File: src/rtl/rvfpm_pkg.sv
// Shared opcode constants and the issue-queue entry record.
// Entry fields are sized for the widest supported configuration (X_ID_WIDTH <= 16, XLEN <= 64).
package rvfpm_pkg;

    localparam logic [6:0] OPC_LOAD_FP  = 7'b0000111;  // FLW
    localparam logic [6:0] OPC_STORE_FP = 7'b0100111;  // FSW
    localparam logic [6:0] OPC_OP_FP    = 7'b1010011;
    localparam logic [6:0] OPC_FMADD    = 7'b1000011;
    localparam logic [6:0] OPC_FMSUB    = 7'b1000111;
    localparam logic [6:0] OPC_FNMSUB   = 7'b1001011;
    localparam logic [6:0] OPC_FNMADD   = 7'b1001111;

    localparam int ENTRY_ID_W = 16;
    localparam int ENTRY_XLEN = 64;

    typedef struct packed {
        logic [31:0]             instruction;
        logic [ENTRY_ID_W-1:0]   id;
        logic [ENTRY_XLEN-1:0]   data_fromXreg;
        logic [ENTRY_XLEN-1:0]   data_fromMem;
    } entry_t;

endpackage

File: src/rtl/rvfpm_fp_decode.sv
// Flags RISC-V instruction words whose major opcode belongs to the F extension.
module rvfpm_fp_decode
    import rvfpm_pkg::*;
(
    input  logic [31:0] instruction,
    output logic        is_fp
);

    logic [6:0] opcode;
    assign opcode = instruction[6:0];

    always_comb begin
        is_fp = 1'b0;
        case (opcode)
            OPC_LOAD_FP, OPC_STORE_FP, OPC_OP_FP,
            OPC_FMADD, OPC_FMSUB, OPC_FNMSUB, OPC_FNMADD: is_fp = 1'b1;
            default:                                      is_fp = 1'b0;
        endcase
    end

endmodule

File: src/rtl/rvfpm_issue_queue.sv
// In-order FIFO between the core and the FPU; non-FP words are dropped and reported.
// Optional same-cycle bypass into an empty queue: define RVFPM_ISSUE_BYPASS_EN.
module rvfpm_issue_queue
    import rvfpm_pkg::*;
#(
    parameter int DEPTH      = 4,
    parameter int X_ID_WIDTH = 4,
    parameter int XLEN       = 32
) (
    input  logic                  ck,
    input  logic                  rst,
    input  logic                  in_valid,
    output logic                  in_ready,
    input  logic [31:0]           in_instruction,
    input  logic [X_ID_WIDTH-1:0] in_id,
    input  logic [XLEN-1:0]       in_data_fromXreg,
    input  logic [XLEN-1:0]       in_data_fromMem,
    output logic                  fpu_enable,
    input  logic                  fpu_stall,
    output logic [31:0]           fpu_instruction,
    output logic [X_ID_WIDTH-1:0] fpu_id,
    output logic [XLEN-1:0]       fpu_data_fromXreg,
    output logic [XLEN-1:0]       fpu_data_fromMem,
    output logic                  reject_valid,
    output logic [X_ID_WIDTH-1:0] reject_id
);

    localparam int PTR_W = $clog2(DEPTH);
    localparam int CNT_W = PTR_W + 1;

    entry_t                mem_q [DEPTH];
    logic [PTR_W-1:0]      wptr_q, wptr_d, rptr_q, rptr_d;
    logic [CNT_W-1:0]      cnt_q, cnt_d;
    logic                  reject_valid_q, reject_valid_d;
    logic [X_ID_WIDTH-1:0] reject_id_q, reject_id_d;

    logic   is_fp, empty, full, accept, bypass, push, pop;
    entry_t in_entry, head;

    rvfpm_fp_decode u_decode (
        .instruction (in_instruction),
        .is_fp       (is_fp)
    );

    assign empty  = (cnt_q == '0);
    assign full   = (cnt_q == CNT_W'(DEPTH));
    assign accept = in_valid && in_ready;

`ifdef RVFPM_ISSUE_BYPASS_EN
    assign bypass = accept && is_fp && empty && !fpu_stall;
`else
    assign bypass = 1'b0;
`endif

    // A bypassed word is consumed directly, so it is neither stored nor popped.
    assign push = accept && is_fp && !bypass;
    assign pop  = !empty && !fpu_stall;

    always_comb begin
        in_entry               = '0;
        in_entry.instruction   = in_instruction;
        in_entry.id            = ENTRY_ID_W'(in_id);
        in_entry.data_fromXreg = ENTRY_XLEN'(in_data_fromXreg);
        in_entry.data_fromMem  = ENTRY_XLEN'(in_data_fromMem);
    end

    always_comb begin
        head = '0;
        if (bypass)      head = in_entry;
        else if (!empty) head = mem_q[rptr_q];
    end

    assign in_ready          = !full;
    assign fpu_enable        = !empty || bypass;
    assign fpu_instruction   = head.instruction;
    assign fpu_id            = X_ID_WIDTH'(head.id);
    assign fpu_data_fromXreg = XLEN'(head.data_fromXreg);
    assign fpu_data_fromMem  = XLEN'(head.data_fromMem);
    assign reject_valid      = reject_valid_q;
    assign reject_id         = reject_id_q;

    always_comb begin
        wptr_d         = push ? wptr_q + 1'b1 : wptr_q;
        rptr_d         = pop  ? rptr_q + 1'b1 : rptr_q;
        cnt_d          = cnt_q;
        if (push && !pop)      cnt_d = cnt_q + 1'b1;
        else if (!push && pop) cnt_d = cnt_q - 1'b1;
        reject_valid_d = accept && !is_fp;
        reject_id_d    = reject_valid_d ? in_id : reject_id_q;
    end

    always_ff @(posedge ck) begin
        if (rst) begin
            wptr_q         <= '0;
            rptr_q         <= '0;
            cnt_q          <= '0;
            reject_valid_q <= 1'b0;
            reject_id_q    <= '0;
            for (int i = 0; i < DEPTH; i++) mem_q[i] <= '0;
        end else begin
            wptr_q         <= wptr_d;
            rptr_q         <= rptr_d;
            cnt_q          <= cnt_d;
            reject_valid_q <= reject_valid_d;
            reject_id_q    <= reject_id_d;
            if (push) mem_q[wptr_q] <= in_entry;
        end
    end

endmodule

File: config.mk
export PLATFORM = sky130hd
export DESIGN_NAME = rvfpm_issue_queue
export DESIGN_NICKNAME = d
export VERILOG_FILES = /design/src/rtl/rvfpm_pkg.sv /design/src/rtl/rvfpm_fp_decode.sv /design/src/rtl/rvfpm_issue_queue.sv
export SDC_FILE = /design/constraint.sdc
export NUM_CORES = 1
export LEC_CHECK = 0
export CAP_MARGIN = 0
export CORE_MARGIN = 8
export CORE_UTILIZATION = 29
export CTS_BUF_LIST = sky130_fd_sc_hd__clkbuf_16
export DETAILED_ROUTE_END_ITERATION = 8
export PLACE_DENSITY = 0.45
export SLEW_MARGIN = 20
export SYNTH_ARGS = -nofsm -noshare
export SYNTH_HDL_FRONTEND = slang
export SYNTH_SLANG_ARGS = --single-unit
File: constraint.sdc
create_clock -name ck -period 7.45 [get_ports ck]
set_input_delay 1.49 -clock ck [delete_from_list [all_inputs] [get_ports ck]]
set_output_delay 1.49 -clock ck [all_outputs]
set_load 0.01 [all_outputs]
# Yosys cells after proc, flatten, opt, wreduce, memory -nomap -nowiden
# Memories as Yosys holds them, arrays and structs flattened. A register that Yosys moved wholly into a read port is not among the register bits.
# Index checks and enable logic that the tools add are counted.
dict set report word_totals {
  regBits 12
  out_inout_bits 107
  inputBits 104
  memories 1
  wordCells 48
  mem_bits_rw 400
}
# name words width read_ports rd_clocked_by_memory_dff write_ports line_no
set mem_list {}
lappend mem_list {mem_q 4 100 1 1 4 rvfpm_issue_queue.sv:31} ;# entry_t mem_q [DEPTH];
dict set report classes {
  addsub 4
  muxes 14
  reduce_logical 16
  n_eq_ne 8
}
# op n
set op_table {}
lappend op_table {{2-to-1 mux 176 bit} 1}
lappend op_table {{2-to-1 mux 100 bit} 1}
lappend op_table {{OR reduction 100 bit} 1}
lappend op_table {{== test 7 bit (second input constant)} 5}
lappend op_table {{== test 7 x 3 -> 1 bit (second input constant)} 1}
lappend op_table {{== test 7 x 6 -> 1 bit (second input constant)} 1}
lappend op_table {{2-to-1 mux 1 bit} 7}
lappend op_table {{OR reduction 7 bit} 1}
lappend op_table {{logical AND 1 bit} 6}
lappend op_table {{logical NOT 1 bit} 6}
lappend op_table {{2-to-1 mux 2 bit} 3}
lappend op_table {{2-to-1 mux 3 bit} 2}
lappend op_table {{adder 2 x 1 -> 2 bit (second input constant)} 2}
lappend op_table {{adder 3 x 1 -> 3 bit (second input constant)} 1}
lappend op_table {{== test 3 bit (second input constant)} 1}
lappend op_table {{logical NOT 3 bit} 1}
lappend op_table {{subtractor 3 x 1 -> 3 bit (second input constant)} 1}
lappend op_table {{nonzero test 2 bit} 1}

# Logic depth before layout (Yosys ltp)
# Gate-level depths: netlist of run 1.
dict set report logic_depth {
  ltp_word 9
  ltp_mapped 11
  depth_no_buf 10
}

# Modules after synthesis
# A second synthesis of run 1 with hierarchy kept.
dict set report hier_totals {
  cells_unflattened 1184
  hier_area_um2 18644.1
}
# mod n_inst cells_per_inst area_each_um2 seq_area_each_um2
set modules_own_cells {}
lappend modules_own_cells {rvfpm_issue_queue 1 1180 18604.1 12291.8}
lappend modules_own_cells {rvfpm_fp_decode 1 4 40.0 0.0}

# Worst setup path before layout of run 1
# Ideal clock, no wire load.
dict set report synth_timing {
  path_kind {in2reg}
  start {in in_instruction[4]}
  end {mem mem_q[1][0] (netlist name), enable pin}
  slack_ns 2.247
  cell_stages 4
  t_required_ns 6.974
  t_arrival_ns 4.728
  setup_ns 0.476
  n_path_buf 0
  path_cell_list {and2b_1 o2111ai_4 or4_4 nand2b_1}
}
# item line_no
set synth_rtl {}
lappend synth_rtl {{from (decl)} rvfpm_issue_queue.sv:14} ;# input logic [31:0] in_instruction,
lappend synth_rtl {{to (decl)} rvfpm_issue_queue.sv:31}

==> flow_summary.toml, run 1 <==
[outcome]
status = "complete, no violations"

[sta]
drv_slew = 0
fin_crit_sh = 0.6518
grt_setup_unrepaired = "no"
hold_ws_ns = 0.4785
finalWorstSetupSlack_ns = 2.594
worst_pin_slew_ns = 1.110
hold_viol = 0
setup_violations = 0
clock_skew_ns = 0.009880
clock.fmax_ghz = 0.2059
finalCriticalPeriod_ns = 4.856
tns_ns = 0
timing.slew.headroom = 0.2600

[synthesis]
synth_fp_nets = 1361
yosysTopAreaCell = "edfxtp_1"
syn_area_mm2 = 0.01894
synth_cell_types = 38
ys_ff_latch = 414
synth_top_area_share = 0.6340
netlist_instances = 1255
ys_seq_area_frac = 0.6488
syn_avg_cell_area_um2 = 15.10
synth.area.top_cells = "edfxtp_1 (63%), mux4_2 (12%), and2_1 (6.5%), nor2_2 (6.2%), nand2b_1 (3.5%)"
ys.warnings.count = 0

[setup_path]
required_ns = 5.96
rr_startpoint = "cnt_q[0]$_SDFFE_PP0P_"
reg2regPathDepth = 6
reg2reg_slack_ns = 4.03
cp_max_fo = 55
cp.arrival_ns = 3.37
end_kind = "output port"
critPathKind = "flip-flop to output port"
regToRegEndpoint = "mem_q[2][36]$_SDFFCE_PN0P_"
start_kind = "flip-flop"

[clocking]
cts_resized = 0
cts.path.max_buffers = 3
cts_hold_buf = 0
insertion_delay_ns = 0.58
clock-root-buffer = "clkbuf_16"
cts_sinks = 414
cts_tree = "done"
post_cts_buffers = 0
cts_buffers = 47
cts.clk_slew.worst_paths_ns = 0.06
htreeDepth = 2

[floorplan]
die_area_mm2 = 0.07376
dieHeight_um = 271.6
initial_core_util = 0.2933
die_x_um = 271.6
core_area_mm2 = 0.06458
io-pin-count = 211
num_rows = 93

[hold_path]
worstHoldStart = "reject_id[1]$_SDFFE_PP0P_"
hold_path_end = "reject_id[1]$_SDFFE_PP0P_"
hp-class = "flip-flop to flip-flop"
hold_depth = 2

[flow_run]
cap_violations = 0

[cells_and_area]
final_common_cell = "edfxtp_1"
multi_input_area_mm2 = 0.006157
area_growth_pct = 23.13
fin_area_mm2 = 0.02333
final_cell_mix = "edfxtp_1 (400), clkdlybuf4s50_1 (209), and2_1 (197)"
nFillCells = 6194
drive_gt1_frac = 0.2591
nNetsFinal = 1550
regArea_mm2 = 0.01230

[placement]
io_buffers = 210
post_dp_cell_area_mm2 = 0.02181
post-dp-hpwl_mm = 30.44
place_congestion = 0.7139
pre_cts_ws_ns = 2.261

[route]
firstDrtPassIters = 5
viasPerCell = 4.546
wirelength_mm = 52.92
vias = 10630
drtAntennaViolNets = 0
drc = 0
wl_per_cell_um = 22.63
drtIter0Drc = 606

[pwr]
p_total_uw = 6686
power.density_mw_per_mm2 = 286.6
p_leak_uw = 0.007765
ir_drop_uv = 212.4

[global_routing]
grt-ovfl-total = 0
grt_max_degree = 104
grt_pass1_wl_mm = 79.30
track_usage = 0.1418
grt_pass1_vias = 11650
grt_antenna_before_repair = 2
[logic make-up (layout without fill, tap and decap cells)]
logic type / Yosys count / count (layout) / share of synthesized area
buffers and inverters: 92 / 319 / 0.02807
adder cells (fa/ha/maj): 2 / 2 / 0.001717
AO/OA/AOI/OAI: 8 / 8 / 0.003831
multiplexers: 106 / 106 / 0.1221
flip-flops: 414 / 414 / 0.6488
XOR/XNOR: 4 / 4 / 0.001850
AND/OR/NAND/NOR: 629 / 629 / 0.1936
other: 0 / 1 / 0
[worst max-delay path by stage]
stage / from / endpoint / slack [ns]
after detailed placement: in_instruction[3] / mem_q[1][99]$_SDFFCE_PN0P_ / 2.26
after global placement: in_instruction[4] / mem_q[1][99]$_SDFFCE_PN0P_ / 2.33
final: flip-flop / fpu_data_fromXreg[12] / 2.59
after floorplan: in_instruction[4] / mem_q[1][0]$_SDFFCE_PN0P_ / 2.25
after global routing: flip-flop / fpu_data_fromXreg[12] / 2.33
after CTS: flip-flop / fpu_data_fromXreg[12] / 2.25
[final cells by class]
cell class	count	area share
Multi-Input combinational cell	749	0.2640
Tap cell	855	0.04586
Clock buffer	48	0.05149
Inverter	3	0.0004828
Antenna cell	1	0.0001073
Timing Repair Buffer	229	0.09998
Sequential cell	414	0.5273
Clock inverter	39	0.01084
[synthesized netlist by cell type]
cell,number
fa_1,1
and2b_1,2
buf_6,21
nor3_1,1
mux2i_1,5
nor4_4,1
mux2_1,1
o2111ai_4,1
or3b_1,1
a21oi_1,2
buf_1,1
o31ai_1,1
mux4_2,100
nor2_2,189
and3b_1,1
dfxtp_1,14
xnor2_1,1
buf_2,23
edfxtp_1,400
o21bai_1,1
nand2b_1,106
nand2_1,2
nor2_1,117
xor2_1,3
nor2b_1,1
and2_1,197
or4_4,2
a21boi_1,1
clkbuf_1,44
inv_1,2
ha_1,1
or2_2,2
inv_2,1
nor4_1,2
or3_1,4
nand3_1,1
a31o_2,1
o21ai_0,1
[sequential cells by signal, summed over array words and instances (netlist names), named ones only]
register and count:
mem_q 400, reject_id 4, cnt_q 3, rptr_q 2, wptr_q 2, reject_valid 1
[where the power goes]
group / internal, uW / total, uW / leakage [uW] / switching, uW
Sequential: 2650 / 2710 / 0.00425 / 67.5
Combinational: 905 / 1770 / 0.00276 / 864
Clock: 1270 / 2200 / 0.000755 / 935
[layer usage]
layer	up-vias	GRT usage	wire length, um
li1	4870	-	-
met1	5477	0.1887	23670
met2	224	0.2384	26020
met3	55	0.03174	2492
met4	2	0.02494	727
met5	-	0	13
[stage by stage]
stage	utilization	std cells
2_1_floorplan	-	1255
3_3_place_gp	0.3378	2248
3_5_place_dp	0.3378	2248
4_1_cts	0.3603	2335
5_1_grt	0.3612	2337
6_report	0.3612	2338
[critical path, cell delays in order (launching register included)]
cell	delay [ns]
dfxtp_4	0.67
buf_16	0.31
buf_12	0.47
mux4_2	0.61
and2_1	0.18
clkdlybuf4s50_1	0.51
Power figures use the tool's default switching activity.
==> run 2: changes to the inputs <==
==> constraint.sdc (replaced) <==
create_clock -name ck -period 5 [get_ports ck]
set_input_delay 1 -clock ck [delete_from_list [all_inputs] [get_ports ck]]
set_output_delay 1 -clock ck [all_outputs]
set_load 0.01 [all_outputs]
==> run 2 against run 1 <==
- final cell count up 0.30%
- total power up 50%
- count of clock-buffer cells in the layout up 3
- final area up 0.76%
- first-iteration DRC count up 13%
- largest cell class unchanged
==> flow_summary.toml, run 2 (synthesized netlist as in run 1, its figures left out) <==
[sta]
grt_setup_unrepaired = "no"
tns_ns = 0
hold_viol = 0
worst_pin_slew_ns = 1.062
fin_crit_sh = 0.7973
timing.slew.headroom = 0.2922
setup_violations = 0
clock.fmax_ghz = 0.2509
clock_skew_ns = 0.01460
drv_slew = 0
finalCriticalPeriod_ns = 3.986

[route]
vias = 10750
firstDrtPassIters = 4
drtAntennaViolNets = 0
wirelength_mm = 52.46
drc = 0
drtIter0Drc = 687
viasPerCell = 4.585
wl_per_cell_um = 22.37

[outcome]
status = "complete, no violations"

[floorplan]
core_area_mm2 = 0.06458
dieHeight_um = 271.6
die_x_um = 271.6
io-pin-count = 211
die_area_mm2 = 0.07376
num_rows = 93
initial_core_util = 0.2933

[setup_path]
worst-path-buf-inv = 2
start_kind = "flip-flop"
crit_path_max_incr_delay_ns = 0.83
crit_family = "buffers and inverters"
crit_chain = "buf_4 -> mux4_2 -> and2_1 -> clkdlybuf4s50_1"
required_ns = 4.00
cp.arrival_ns = 2.99
critPathKind = "flip-flop to output port"
end_kind = "output port"
cp_max_fo = 42
crit_slowest_cell = "dfxtp_4"

[hold_path]
hp-class = "flip-flop to flip-flop"

[cells_and_area]
drive_gt1_frac = 0.2668
final_cell_mix = "edfxtp_1 (400), clkdlybuf4s50_1 (209), and2_1 (197)"
final_util = 0.3639
final_cells = 2345
nNetsFinal = 1560
area_growth_pct = 24.06
final_common_cell = "edfxtp_1"
regMostFlops = "mem_q"
largest_reg_flops = 400

[clocking]
insertion_delay_ns = 0.58
cts_sinks = 414
clock-root-buffer = "clkbuf_16"
cts.path.max_buffers = 3
htreeDepth = 2
post_cts_buffers = 0
cts_resized = 0
cts.clk_slew.worst_paths_ns = 0.06
cts_hold_buf = 0
cts_tree = "done"
cts_buffers = 49

[placement]
io_buffers = 210
dp.cells = 2258
post-dp-hpwl_mm = 29.66
place_congestion = 0.6949

[global_routing]
grt_pass1_vias = 11990
grt_pass1_wl_mm = 78.67
track_usage = 0.1405
grt_antenna_before_repair = 2
grt_max_degree = 102
grt-ovfl-total = 0

[pwr]
p_leak_uw = 0.007850
power.density_mw_per_mm2 = 427.4
ir_drop_uv = 372.7

[flow_run]
cap_violations = 0
## run 2: cell types whose count changed in the layout (fill, tap and decap cells not counted), sizes merged
cell | before | now
buf | 20 | 28
clkinv | 25 | 21
clkbuf | 48 | 51
inv | 14 | 12
clkinvlp | 0 | 1
diode | 1 | 2
## run 2: through the flow
stage	cell area (um^2)	setup WS (ns)	hold slack [ns]	power [uW]
after floorplan	18940	0.2868	0.4614	5428
after global placement	21990	1.153	0.4625	6829
after detailed placement	21990	1.138	0.4732	6827
after CTS	23500	0.8370	0.4863	10270
after global routing	23500	0.7743	0.5010	10510
final	23500	1.014	0.4848	10050
## run 2: worst paths after layout
path	startpoint	end	slack [ns]	cells after the start
setup / recovery	flip-flop	fpu_instruction[23]	1.01	4
hold reg to reg	reject_id[1]$_SDFFE_PP0P_	reject_id[1]$_SDFFE_PP0P_	0.48	2
setup reg to reg	cnt_q[0]$_SDFFE_PP0P_	cnt_q[2]$_SDFFE_PP0P_	2.29	8
hold / removal	reject_id[1]$_SDFFE_PP0P_	reject_id[1]$_SDFFE_PP0P_	0.48	2
## run 2: layer usage
metal | wire (um) | GRT usage
met1 | 23550 | 0.1832
met2 | 25560 | 0.2374
met3 | 2203 | 0.02558
met4 | 1151 | 0.04106
met5 | 0 | 0
## run 2: final cells by class
class                      count  area (um^2)
timing repair buffer         237         2452
clock inverter                34        231.5
tap                          855         1070
antenna                        2        5.005
inverter                       3        11.26
multi-input combinational    749         6157
sequential                   414        12300
clock buffer                  51         1276
fill                        6259        41080
## run 2: worst register-to-register path: stages (launching register included)
cell	delay [ns]
dfxtp_1	0.36
or3_4	0.74
nand2b_1	0.29
ha_1	0.21
inv_1	0.06
fa_1	0.37
xor2_1	0.15
or3_1	0.30
a21oi_1	0.15
## run 2: where the power goes
part | total, uW | internal, uW | switching (uW) | leakage (uW)
Combinational | 2640 | 1310 | 1330 | 0.00283
Clock | 3390 | 1980 | 1410 | 0.000775
Sequential | 4010 | 3940 | 70.8 | 0.00425
==> run 3: changes to the inputs <==
--- a/config.mk
+++ b/config.mk
@@ -10,7 +10,7 @@
 export CORE_UTILIZATION = 29
 export CTS_BUF_LIST = sky130_fd_sc_hd__clkbuf_16
 export DETAILED_ROUTE_END_ITERATION = 8
-export PLACE_DENSITY = 0.45
+export PLACE_DENSITY = 0.46
 export SLEW_MARGIN = 20
 export SYNTH_ARGS = -nofsm -noshare
 export SYNTH_HDL_FRONTEND = slang
==> constraint.sdc (replaced) <==
create_clock -name ck -period 3.66 [get_ports ck]
set_input_delay 0.732 -clock ck [delete_from_list [all_inputs] [get_ports ck]]
set_output_delay 0.732 -clock ck [all_outputs]
set_load 0.01 [all_outputs]
==> run 3 against run 2 <==
- critical path depth did not move
- hold slack better by 0.0099 ns
- final area up 0.19%
- total power is 37% higher
- global-route usage up 0.17 points
- via count fell by 0.86%
- count of clock-buffer cells in the layout decreased by 3
- combinational power rose by 42%
- sequential power grew 37%
==> flow_summary.toml, run 3 (synthesized netlist as in run 1, its figures left out) <==
[cells_and_area]
diodes = 0
largest_reg_flops = 400
final_common_cell = "edfxtp_1"
area_growth_pct = 24.29
final_cell_mix = "edfxtp_1 (400), clkdlybuf4s50_1 (209), and2_1 (197)"
fin_area_mm2 = 0.02355
nFillCells = 6178
regMostFlops = "mem_q"
drive_gt1_frac = 0.2621
nNetsFinal = 1558
final_cells = 2343

[setup_path]
crit_path_max_incr_delay_ns = 0.57
end_kind = "output port"
worst-path-buf-inv = 2
cp.arrival_ns = 2.75
crit_slowest_cell = "mux4_2"
crit_chain = "buf_12 -> mux4_2 -> and2_1 -> clkdlybuf4s50_1"
crit_family = "buffers and inverters"
start_kind = "flip-flop"
reg2regPathDepth = 8
required_ns = 2.93
rr_startpoint = "cnt_q[1]$_SDFFE_PP0P_"
regToRegEndpoint = "cnt_q[2]$_SDFFE_PP0P_"
critPathKind = "flip-flop to output port"
reg2reg_slack_ns = 0.80
cp_max_fo = 60

[sta]
finalWorstSetupSlack_ns = 0.1807
hold_viol = 0
drv_slew = 0
finalCriticalPeriod_ns = 3.479
clock.fmax_ghz = 0.2874
tns_ns = 0
worst_pin_slew_ns = 0.8708
timing.slew.headroom = 0.4195
grt_setup_unrepaired = "no"
clock_skew_ns = 0.01937
setup_violations = 0
hold_ws_ns = 0.4948
fin_crit_sh = 0.9506

[outcome]
status = "complete, no violations"

[route]
wirelength_mm = 53.26
drtAntennaViolNets = 0
firstDrtPassIters = 4
wl_per_cell_um = 22.73
vias = 10660
viasPerCell = 4.549
drtIter0Drc = 751
drc = 0

[pwr]
power.density_mw_per_mm2 = 586.6
ir_drop_uv = 451.6
p_leak_uw = 0.007860

[hold_path]
hold_depth = 2
hold_path_end = "reject_id[3]$_SDFFE_PP0P_"
hp-class = "flip-flop to flip-flop"
worstHoldStart = "reject_id[3]$_SDFFE_PP0P_"

[clocking]
cts_tree = "done"
cts_sinks = 414
post_cts_buffers = 0
insertion_delay_ns = 0.58
cts.clk_slew.worst_paths_ns = 0.06
htreeDepth = 2
cts.path.max_buffers = 3
clock-root-buffer = "clkbuf_16"
cts_buffers = 47

[placement]
io_buffers = 210
pre_cts_ws_ns = 0.1982
place_congestion = 0.6960
post_dp_cell_area_mm2 = 0.02207
dp.cells = 2257
post-dp-hpwl_mm = 28.30

[global_routing]
grt_pass1_vias = 11890
track_usage = 0.1421
grt_max_degree = 123
grt_antenna_before_repair = 0
grt-ovfl-total = 0
grt_pass1_wl_mm = 79.21

[floorplan]
initial_core_util = 0.2933
dieHeight_um = 271.6
num_rows = 93
io-pin-count = 211
die_x_um = 271.6
core_area_mm2 = 0.06458
die_area_mm2 = 0.07376

[flow_run]
cap_violations = 0
## run 3: changes by cell type in the layout (fill, tap and decap cells not counted), moves of 2 or more
cell,change
diode_2,-2
clkinv_1,+5
buf_12,+7
clkinv_2,-4
inv_1,+2
clkbuf_16,-3
buf_4,-8
## run 3: area by class of cell
| type | instances | area [um^2] | share of cell area |
|---|---|---|---|
| Tap cell | 855 | 1070 | 0.04543 |
| Sequential cell | 414 | 12300 | 0.5223 |
| Clock inverter | 37 | 267.8 | 0.01137 |
| Inverter | 3 | 11.26 | 0.0004782 |
| Multi-Input combinational cell | 750 | 6165 | 0.2618 |
| Clock buffer | 48 | 1201 | 0.05101 |
| Timing Repair Buffer | 236 | 2532 | 0.1076 |
## run 3: how the worst max path moves through the flow
stage	from	end	cells after the start
5_1_grt	flip-flop	fpu_data_fromXreg[30]	4
2_1_floorplan	in_instruction[4]	mem_q[3][0]$_DFFE_PP_	6
3_3_place_gp	in_instruction[6]	cnt_q[2]$_SDFFE_PP0P_	11
3_5_place_dp	in_instruction[6]	cnt_q[2]$_SDFFE_PP0P_	11
4_1_cts	cnt_q[0]$_SDFFE_PP0P_	fpu_id[0]	4
6_report	flip-flop	fpu_instruction[23]	4
## run 3: timing repair
item                                    CTS  global route
hold buffers                              0             0
gates resized for setup                   0             0
endpoints found under the hold margin     0             0
endpoints found under the setup margin    0             5
## run 3: power by group
| group | total [uW] | internal [uW] | switching [uW] | leakage [uW] |
|---|---|---|---|---|
| Clock | 4560 | 2640 | 1920 | 0.000757 |
| Combinational | 3760 | 1860 | 1900 | 0.00286 |
| Sequential | 5490 | 5390 | 102 | 0.00425 |
## run 3: metal layers
| layer | global-route usage | up-vias | routed length, um |
|---|---|---|---|
| met4 | 0.02719 | 0 | 771 |
| met1 | 0.1899 | 5503 | 24250 |
| met3 | 0.02893 | 45 | 2558 |
| li1 | - | 4883 | - |
| met2 | 0.2393 | 228 | 25680 |
| met5 | 0 | - | 0 |
## run 3: worst register-to-register path, stage by stage, from the launching register on
cell and delay [ns]:
dfxtp_1 0.39, or3_2 0.84, nand2b_1 0.29, ha_1 0.21
inv_1 0.06, fa_1 0.38, xor2_1 0.16, or3_1 0.32
a21oi_1 0.14
## run 3: stage by stage
stage                 util  power (uW)
finish              0.3646       13810
global route        0.3646       14460
CTS                 0.3645       14070
detailed placement  0.3417        9444
global placement    0.3417        9453
floorplan                -        7410
